<file path="src/rtl/clk_ratio_meter.sv">
// Measures period and high time of an asynchronous slow signal in clk cycles.
// Also reports lock, when consecutive periods agree within TOL, and a sticky timeout.
module clk_ratio_meter #(
    parameter int CNT_W       = 16,
    parameter int SYNC_STAGES = 2,
    parameter int LOCK_COUNT  = 4,
    parameter int TOL         = 1
) (
    input  logic             clk,
    input  logic             reset,
    input  logic             sig_in,
    output logic [CNT_W-1:0] period,
    output logic [CNT_W-1:0] high_time,
    output logic             period_valid,
    output logic             locked,
    output logic             timeout
);

    localparam logic [1:0] IDLE    = 2'd0;
    localparam logic [1:0] MEASURE = 2'd1;
    localparam logic [1:0] LOCKED  = 2'd2;

    localparam int              MC_W    = $clog2(LOCK_COUNT) + 1;
    localparam logic [CNT_W-1:0] CNT_MAX = '1;
    localparam logic [CNT_W-1:0] TOL_C   = CNT_W'(TOL);

    logic [SYNC_STAGES-1:0] sync_q;
    logic                   s, s_d, rise, fall;
    logic [CNT_W-1:0]       cnt, prev_period, diff;
    logic                   prev_valid, match, lock_hit;
    logic [MC_W-1:0]        match_cnt;
    logic [1:0]             state;

    assign s    = sync_q[SYNC_STAGES-1];
    assign rise = s & ~s_d;
    assign fall = ~s & s_d;

    always_ff @(posedge clk or posedge reset) begin
        if (reset) begin
            sync_q <= '0;
            s_d    <= 1'b0;
        end else begin
            sync_q <= {sync_q[SYNC_STAGES-2:0], sig_in};
            s_d    <= s;
        end
    end

    always_ff @(posedge clk or posedge reset) begin
        if (reset)
            cnt <= '0;
        else if (rise)
            cnt <= CNT_W'(1);
        else if (cnt != CNT_MAX)
            cnt <= cnt + CNT_W'(1);
    end

    // prev_valid keeps the first period after IDLE from ever counting as a match
    assign diff     = (cnt >= prev_period) ? (cnt - prev_period) : (prev_period - cnt);
    assign match    = prev_valid && (diff <= TOL_C);
    assign lock_hit = (int'(match_cnt) + 1) >= (LOCK_COUNT - 1);

    always_ff @(posedge clk or posedge reset) begin
        if (reset) begin
            state        <= IDLE;
            period       <= '0;
            high_time    <= '0;
            period_valid <= 1'b0;
            locked       <= 1'b0;
            timeout      <= 1'b0;
            prev_period  <= '0;
            prev_valid   <= 1'b0;
            match_cnt    <= '0;
        end else begin
            period_valid <= 1'b0;
            case (state)
                IDLE: begin
                    if (rise) begin
                        state      <= MEASURE;
                        timeout    <= 1'b0;
                        prev_valid <= 1'b0;
                        match_cnt  <= '0;
                    end
                end
                MEASURE, LOCKED: begin
                    // a rise outranks saturation, so a period of exactly CNT_MAX is reported
                    if (rise) begin
                        period       <= cnt;
                        period_valid <= 1'b1;
                        prev_period  <= cnt;
                        prev_valid   <= 1'b1;
                        if (match) begin
                            if (int'(match_cnt) < LOCK_COUNT - 1)
                                match_cnt <= match_cnt + MC_W'(1);
                            if (state == MEASURE && lock_hit) begin
                                state  <= LOCKED;
                                locked <= 1'b1;
                            end
                        end else begin
                            match_cnt <= '0;
                            locked    <= 1'b0;
                            state     <= MEASURE;
                        end
                    end else if (cnt == CNT_MAX) begin
                        state   <= IDLE;
                        timeout <= 1'b1;
                        locked  <= 1'b0;
                    end else if (fall) begin
                        high_time <= cnt;
                    end
                end
                default: state <= IDLE;
            endcase
        end
    end

endmodule
</file>
<file path="config.mk">
export PLATFORM = sky130hd
export DESIGN_NAME = clk_ratio_meter
export DESIGN_NICKNAME = d
export VERILOG_FILES = /design/src/rtl/clk_ratio_meter.sv
export SDC_FILE = /design/constraint.sdc
export NUM_CORES = 1
export LEC_CHECK = 0
export CAP_MARGIN = 30
export CORE_ASPECT_RATIO = 1.4
export CORE_UTILIZATION = 45
export DETAILED_ROUTE_END_ITERATION = 7
export HOLD_SLACK_MARGIN = 0.06
export PLACE_DENSITY_LB_ADDON = 0.05
export SYNTH_ARGS = -nofsm -noshare
export SYNTH_HDL_FRONTEND = slang
export SYNTH_SLANG_ARGS = --single-unit
</file>
<file path="constraint.sdc">
create_clock -name clk -period 3.3 [get_ports clk]
set_input_delay 0.825 -clock clk [delete_from_list [all_inputs] [get_ports clk]]
set_output_delay 0.825 -clock clk [all_outputs]
set_load 0.005 [all_outputs]
</file>
; After elaboration in Yosys (flattened, before gate mapping)
; Index checks and enable logic that the tools add are counted.
[word_totals]
mem_bits_ro = 0
word_cells = 78
mem_bits_rw = 0
latchBits = 0
n_memories = 0
in_bits = 3
reg_bits = 60
[op_classes]
eq_ne = 12
add_sub_neg = 5
n_lt_le_gt_ge = 4
div = 0
bitwise_logic = 6
mul = 0
mux = 26
shift = 0
reduce_logical = 14
[ops]
columns = op, n
row1 = $mux W16, 3
row2 = $sub A16 B16 Y16, 2
row3 = $add A16 B1 Y16 const B, 1
row4 = $eq A16 B16 Y1 const B, 1
row5 = $ge A16 B16 Y1, 1
row6 = $le A16 B1 Y1 const B, 1
row7 = $ne A16 B16 Y1 const B, 1
row8 = $mux W3, 4
row9 = $reduce_and A4 Y1, 3
row10 = $mux W1, 10
row11 = $mux W2, 5
row12 = $reduce_and A3 Y1, 3
row13 = $ne A2 B2 Y1 const B, 4
row14 = $ne A3 B3 Y1 const B, 2
row15 = $pmux W3 S2, 1
row16 = $reduce_bool A2 Y1, 3
row17 = $add A3 B1 Y4 const B, 1
row18 = $ge A4 B2 Y1 const B, 1
row19 = $ne A4 B4 Y1 const B, 1
row20 = $not A1 Y1, 4
row21 = $pmux W1 S2, 2
row22 = $pmux W2 S2, 1
row23 = $add A3 B1 Y3 const B, 1
row24 = $lt A3 B2 Y1 const B, 1
row25 = other kinds (8), 10

; Logic depth before layout (Yosys ltp)
[logic_depth]
ltp_word = 7
mapped_depth = 13
depth_no_buf = 13

; Worst setup path before layout
; Ideal clock, no wire load.
[synth_timing]
path_kind = flip-flop to flip-flop
startpoint = reg cnt[0]
endpoint = reg state[0]
path_buffers = 0
path_stages_with_launch = 14
setup_time_ns = 0.135
synth_period_minus_slack_ns = 3.283
t_arrival_ns = 3.149
setup_slack_ns = 0.017
path_cell_list = dfrtp_1 > inv_1 > ha_1 > inv_1 > fa_1 > nand3_1 > nand2_1 > xor2_1 > or3_1 > or4_1 > or4_4 > a211oi_4 > and2_4 > o311ai_1
[synth_between]
elab_chain_cells = 7
[synth_lines]
columns = element, line_no
row1 = start: declaration, 29  ; logic [CNT_W-1:0] cnt, prev_period, diff;
row2 = start signal: assignment, 54  ; cnt <= cnt + CNT_W'(1);
row3 = $sub A16 B16 Y16 or $ge A16 B16 Y1 (tied branches), 58  ; assign diff = (cnt >= prev_period) ? (cnt - prev_period) : (prev_period - cnt);
row4 = $mux W16, 58
row5 = $le A16 B1 Y1, 59  ; assign match = prev_valid && (diff <= TOL_C);
row6 = $logic_and A1 B1 Y1, 59
row7 = $mux W2, 91  ; if (match) begin
row8 = $mux W2, 86  ; if (rise) begin
row9 = $pmux W2 S2, 75  ; case (state)
row10 = end signal: assignment, 64  ; state <= IDLE;
row11 = end signal: assignment, 78  ; state <= MEASURE;
row12 = end signal: assignment, 95  ; state <= LOCKED;
row13 = end: declaration, 32  ; logic [1:0] state;
; Several ways; a longest one is shown, not always the timed one.
; A chain may end at the register's enable or synchronous reset.

; Worst setup path after layout
; Ends and elaborated chain as after synthesis.

==> key figures <==
Power and ir drop
  • Net switching component of the power: 1660 uW
  • Clk pwr share: 0.203
  • Power density of the placed cells: 757.1 nW/um2
  • Static leakage: ~0.0027 uW
  • Sequential power share: 0.210
  • Switching Share: 0.3932
  • Combinational Power Share: 0.587
  • IR drop worst, VDD: 0.0004366 V
  • Total internal power: 2561 uW

Synth
  • Number of synthesized flops with an enable pin: 0
  • Synthesized area divided by synthesized cell count: 8.337 um2
  • Flops & latches, synth: 60
  • Distinct cells, synth: 56
  • Share of flip-flops with an asynchronous set or reset: 1.000
  • Syn nets: 561
  • Synthesized area: 4327 um2
  • Number of cells produced by synthesis: 519
  • Number of warnings issued by yosys: 0
  • Primary FF master, synth: sky130_fd_sc_hd__dfrtp_1
  • Portion of the post-synthesis area used by sequential elements: 0.3470

Timing
  • Number of endpoints with negative hold slack in the final report: 0
  • Share of the clock period used by the worst path after layout: 1.006
  • Total negative slack for setup checks: -18.29 ps
  • Final worst setup slack: -18.29 ps
  • Endpoints failing setup: 1
  • Worst Skew: 10.62 ps
  • Least-Margin Pin Slew: 760.0 ps
  • Final period demand of the worst path: 3318 ps
  • Final slew viol count: 0
  • Unrepaired setup endpoints after global routing: true
  • Top achievable clock speed: 301.4 MHz
  • Worst rel slew slack: 0.4933

Clock network
  • Worst-skew pair later-pin latency: 330 ps
  • CTS Root Buffer Type: sky130_fd_sc_hd__clkbuf_16
  • CTS tree: done
  • Maximum root-to-sink buffer count: 2
  • Htree depth: 3
  • Clock tree sinks: 60
  • Clock slew seen by the registers of the worst setup and hold paths: 50 ps
  • Number of buffers inserted during clock tree synthesis: 9
  • Hold_buf cts: 0

Setup path
  • Endpoint required time on the critical path: 3470 ps
  • Category of the worst setup path capture point: flop
  • Arrival time at the worst endpoint: ~3500 ps
  • Crit-path max FO: 3
  • Critical Path Source Type: flop
  • Crit Path Category: flop to flop

Routing
  • Antenna Nets Post-Route: 0
  • 1st-iter DRT viols: 148
  • Routed vias: 4035
  • Drc violations: 3
  • Mean routed wirelength per cell: 16.76 um
  • Number of detailed-route iterations in the first pass: 6
  • Routed wire length: between 10000 and 15000 um
  • Vias per Instance: 5.566

Floorplanning
  • Core Footprint: 9407 um2
  • Area of the die: roughly 10000 um2
  • Number of top-level pins: 38
  • Number of placement rows: 42
  • Vert. Die Dim: 118.0 um
  • Initial standard-cell utilization of the core: 0.4600
  • Chip Width: 84.87 um

Global route
  • Number of global-route vias before repair: 3954
  • Total GRT Usage: 0.2592
  • Global-route wire length before repair: roughly 20000 um
  • Pin count of the biggest net entering global routing: 61
  • Initial antenna violation count: 0
  • Remaining global-route overflow: 0

Placed design
  • HPWL after detailed placement: 9654 um
  • Post-Place Cell Area: 5226 um2
  • Setup slack at placement: -80.11 ps
  • Cell count after placement: 709
  • PortBufs: 37
  • Routability Congestion: 0.9004

Cells and area
  • Layout area overhead: 28.83%
  • Antenna diode count: 0
  • Final instance count without filler cells: between 700 and 800
  • Number of nets in the final layout: 654
  • Area of all placed cells without fillers: roughly 5600 um2
  • Share of post-route cells with drive strength above 1: 0.1675

Run
  • Max-capacitance violation count: 0

Run status
  • Run status: finished with violations
  • Violated checks: DRC, setup timing

Worst hold path
  • Hold Crit Class: flop to flop
Yosys cell counts (3+ instances only):
| master | n | area share |
|---|---|---|
| sky130_fd_sc_hd__a21o_1 | 12 | 0.021 |
| sky130_fd_sc_hd__dfrtp_1 | 60 | 0.35 |
| sky130_fd_sc_hd__nand3_1 | 16 | 0.019 |
| sky130_fd_sc_hd__o21ai_0 | 47 | 0.054 |
| sky130_fd_sc_hd__and2_1 | 3 | 0.0043 |
| sky130_fd_sc_hd__clkbuf_1 | 18 | 0.016 |
| sky130_fd_sc_hd__o21a_1 | 6 | 0.010 |
| sky130_fd_sc_hd__o211ai_1 | 3 | 0.0052 |
| sky130_fd_sc_hd__nor3_1 | 13 | 0.015 |
| sky130_fd_sc_hd__or3_1 | 4 | 0.0058 |
| sky130_fd_sc_hd__xnor2_1 | 18 | 0.036 |
| sky130_fd_sc_hd__nand2b_1 | 5 | 0.0072 |
| sky130_fd_sc_hd__o211a_1 | 4 | 0.0093 |
| sky130_fd_sc_hd__nor2b_1 | 3 | 0.0043 |
| sky130_fd_sc_hd__nand4_1 | 9 | 0.013 |
| sky130_fd_sc_hd__a211oi_1 | 7 | 0.012 |
| sky130_fd_sc_hd__nand2_1 | 71 | 0.062 |
| sky130_fd_sc_hd__a31oi_1 | 5 | 0.0072 |
| sky130_fd_sc_hd__o2111ai_1 | 4 | 0.0081 |
| sky130_fd_sc_hd__ha_1 | 37 | 0.11 |
| sky130_fd_sc_hd__inv_1 | 46 | 0.040 |
| sky130_fd_sc_hd__nor4b_1 | 3 | 0.0061 |
| sky130_fd_sc_hd__xor2_1 | 9 | 0.018 |
| sky130_fd_sc_hd__a21oi_1 | 40 | 0.046 |
| sky130_fd_sc_hd__nor2_1 | 31 | 0.027 |
metrics by stage:
step	total power [uW]	hold slack (ps)	utilization
6_report	4220	357.9	0.5926
5_1_grt	4507	361.7	0.5926
4_1_cts	4131	359.5	0.5857
3_5_place_dp	3256	338.6	0.5556
3_3_place_gp	3225	342.9	0.5556
2_1_floorplan	2394	331.2	-
registers in the layout, summed over array words and instances (netlist names):
register,cells
match_cnt,3
sync_q,2
cnt,16
locked,1
period_valid,1
prev_period,16
prev_valid,1
state,2
s_d,1
high_time,16
timeout,1
power by group through the flow:
stage	Combinational, uW	Clock [uW]	Sequential [uW]
5_1_grt	2710	903	895
4_1_cts	2380	871	880
3_5_place_dp	2370	0	891
3_3_place_gp	2340	0	886
2_1_floorplan	1500	0	897
6_report	2480	858	884
layout make-up:
class / count / area (um2)
fill: 879 / 3832
inverter: 46 / 172.7
clock buffer: 12 / 266.5
sequential: 60 / 1501
multi-input combinational: 390 / 2601
tap: 110 / 137.6
timing repair buffer: 105 / 884.6
clock inverter: 2 / 10.01
cells in the final DEF (no fill, tap or decap), types with 5 or more instances in the layout:
| cell | n |
|---|---|
| sky130_fd_sc_hd__nand2_1 | 70 |
| sky130_fd_sc_hd__buf_4 | 67 |
| sky130_fd_sc_hd__dfrtp_1 | 60 |
| sky130_fd_sc_hd__o21ai_0 | 47 |
| sky130_fd_sc_hd__inv_1 | 43 |
| sky130_fd_sc_hd__a21oi_1 | 39 |
| sky130_fd_sc_hd__clkdlybuf4s50_1 | 37 |
| sky130_fd_sc_hd__ha_1 | 35 |
| sky130_fd_sc_hd__nor2_1 | 31 |
| sky130_fd_sc_hd__xnor2_1 | 18 |
| sky130_fd_sc_hd__nand3_1 | 14 |
| sky130_fd_sc_hd__nor3_1 | 13 |
| sky130_fd_sc_hd__a21o_1 | 12 |
| sky130_fd_sc_hd__nand4_1 | 9 |
| sky130_fd_sc_hd__xor2_1 | 9 |
| sky130_fd_sc_hd__clkbuf_16 | 9 |
| sky130_fd_sc_hd__a211oi_1 | 7 |
| sky130_fd_sc_hd__o21a_1 | 6 |
| sky130_fd_sc_hd__nand2b_1 | 5 |
| sky130_fd_sc_hd__a31oi_1 | 5 |
what timing repair did:
item | 4_1_cts | 5_1_grt
endpoints found under the setup margin | 6 | 6
cloned | 0 | 0
buffers inserted | 0 | 2
resized for setup | 2 | 13
pin swaps | 1 | 6
worst max-delay path: stages (launching register included):
cell and delay (ps):
sky130_fd_sc_hd__dfrtp_1 380, sky130_fd_sc_hd__inv_2 80, sky130_fd_sc_hd__ha_4 130, sky130_fd_sc_hd__inv_2 30, sky130_fd_sc_hd__fa_2 370, sky130_fd_sc_hd__nand3_2 100
sky130_fd_sc_hd__nand2_2 60, sky130_fd_sc_hd__xor2_1 140, sky130_fd_sc_hd__or3_1 300, sky130_fd_sc_hd__or4_4 420, sky130_fd_sc_hd__or4_4 510, sky130_fd_sc_hd__a211oi_4 310
sky130_fd_sc_hd__and2_4 210, sky130_fd_sc_hd__o311ai_2 110
layer usage:
| metal | routed length [um] | part of all wire | vias up | GRT usage |
|---|---|---|---|---|
| li1 | - | - | 2000 | - |
| met1 | 5323 | 0.44 | 1948 | 0.3290 |
| met2 | 6204 | 0.51 | 70 | 0.4507 |
| met3 | 393 | 0.032 | 17 | 0.03857 |
| met4 | 227 | 0.019 | 0 | 0.08157 |
| met5 | 0 | 0 | - | 0 |
worst paths after layout:
kind	start	endpoint	slack, ps	cells after the start
worst max-delay path	cnt[0]$_DFFE_PP0P_	state[0]$_DFFE_PP0P_	-20	13
worst min-delay path	sync_q[0]$_DFF_PP0_	sync_q[1]$_DFF_PP0_	360	0
worst max register to register	cnt[0]$_DFFE_PP0P_	state[0]$_DFFE_PP0P_	-20	13
worst min register to register	sync_q[0]$_DFF_PP0_	sync_q[1]$_DFF_PP0_	360	0
max in group asynchronous	reset	cnt[10]$_DFFE_PP0P_	1750	3
min in group asynchronous	reset	high_time[0]$_DFFE_PP0P_	1030	3
kinds of logic after synthesis:
kind of cell | synth area share
fa+ha+maj | 0.1163
compound gates | 0.2285
flops | 0.3470
buf+inv | 0.06391
mux | 0.007230
simple gates | 0.1825
xor+xnor | 0.05466
Power figures use the tool's default switching activity.
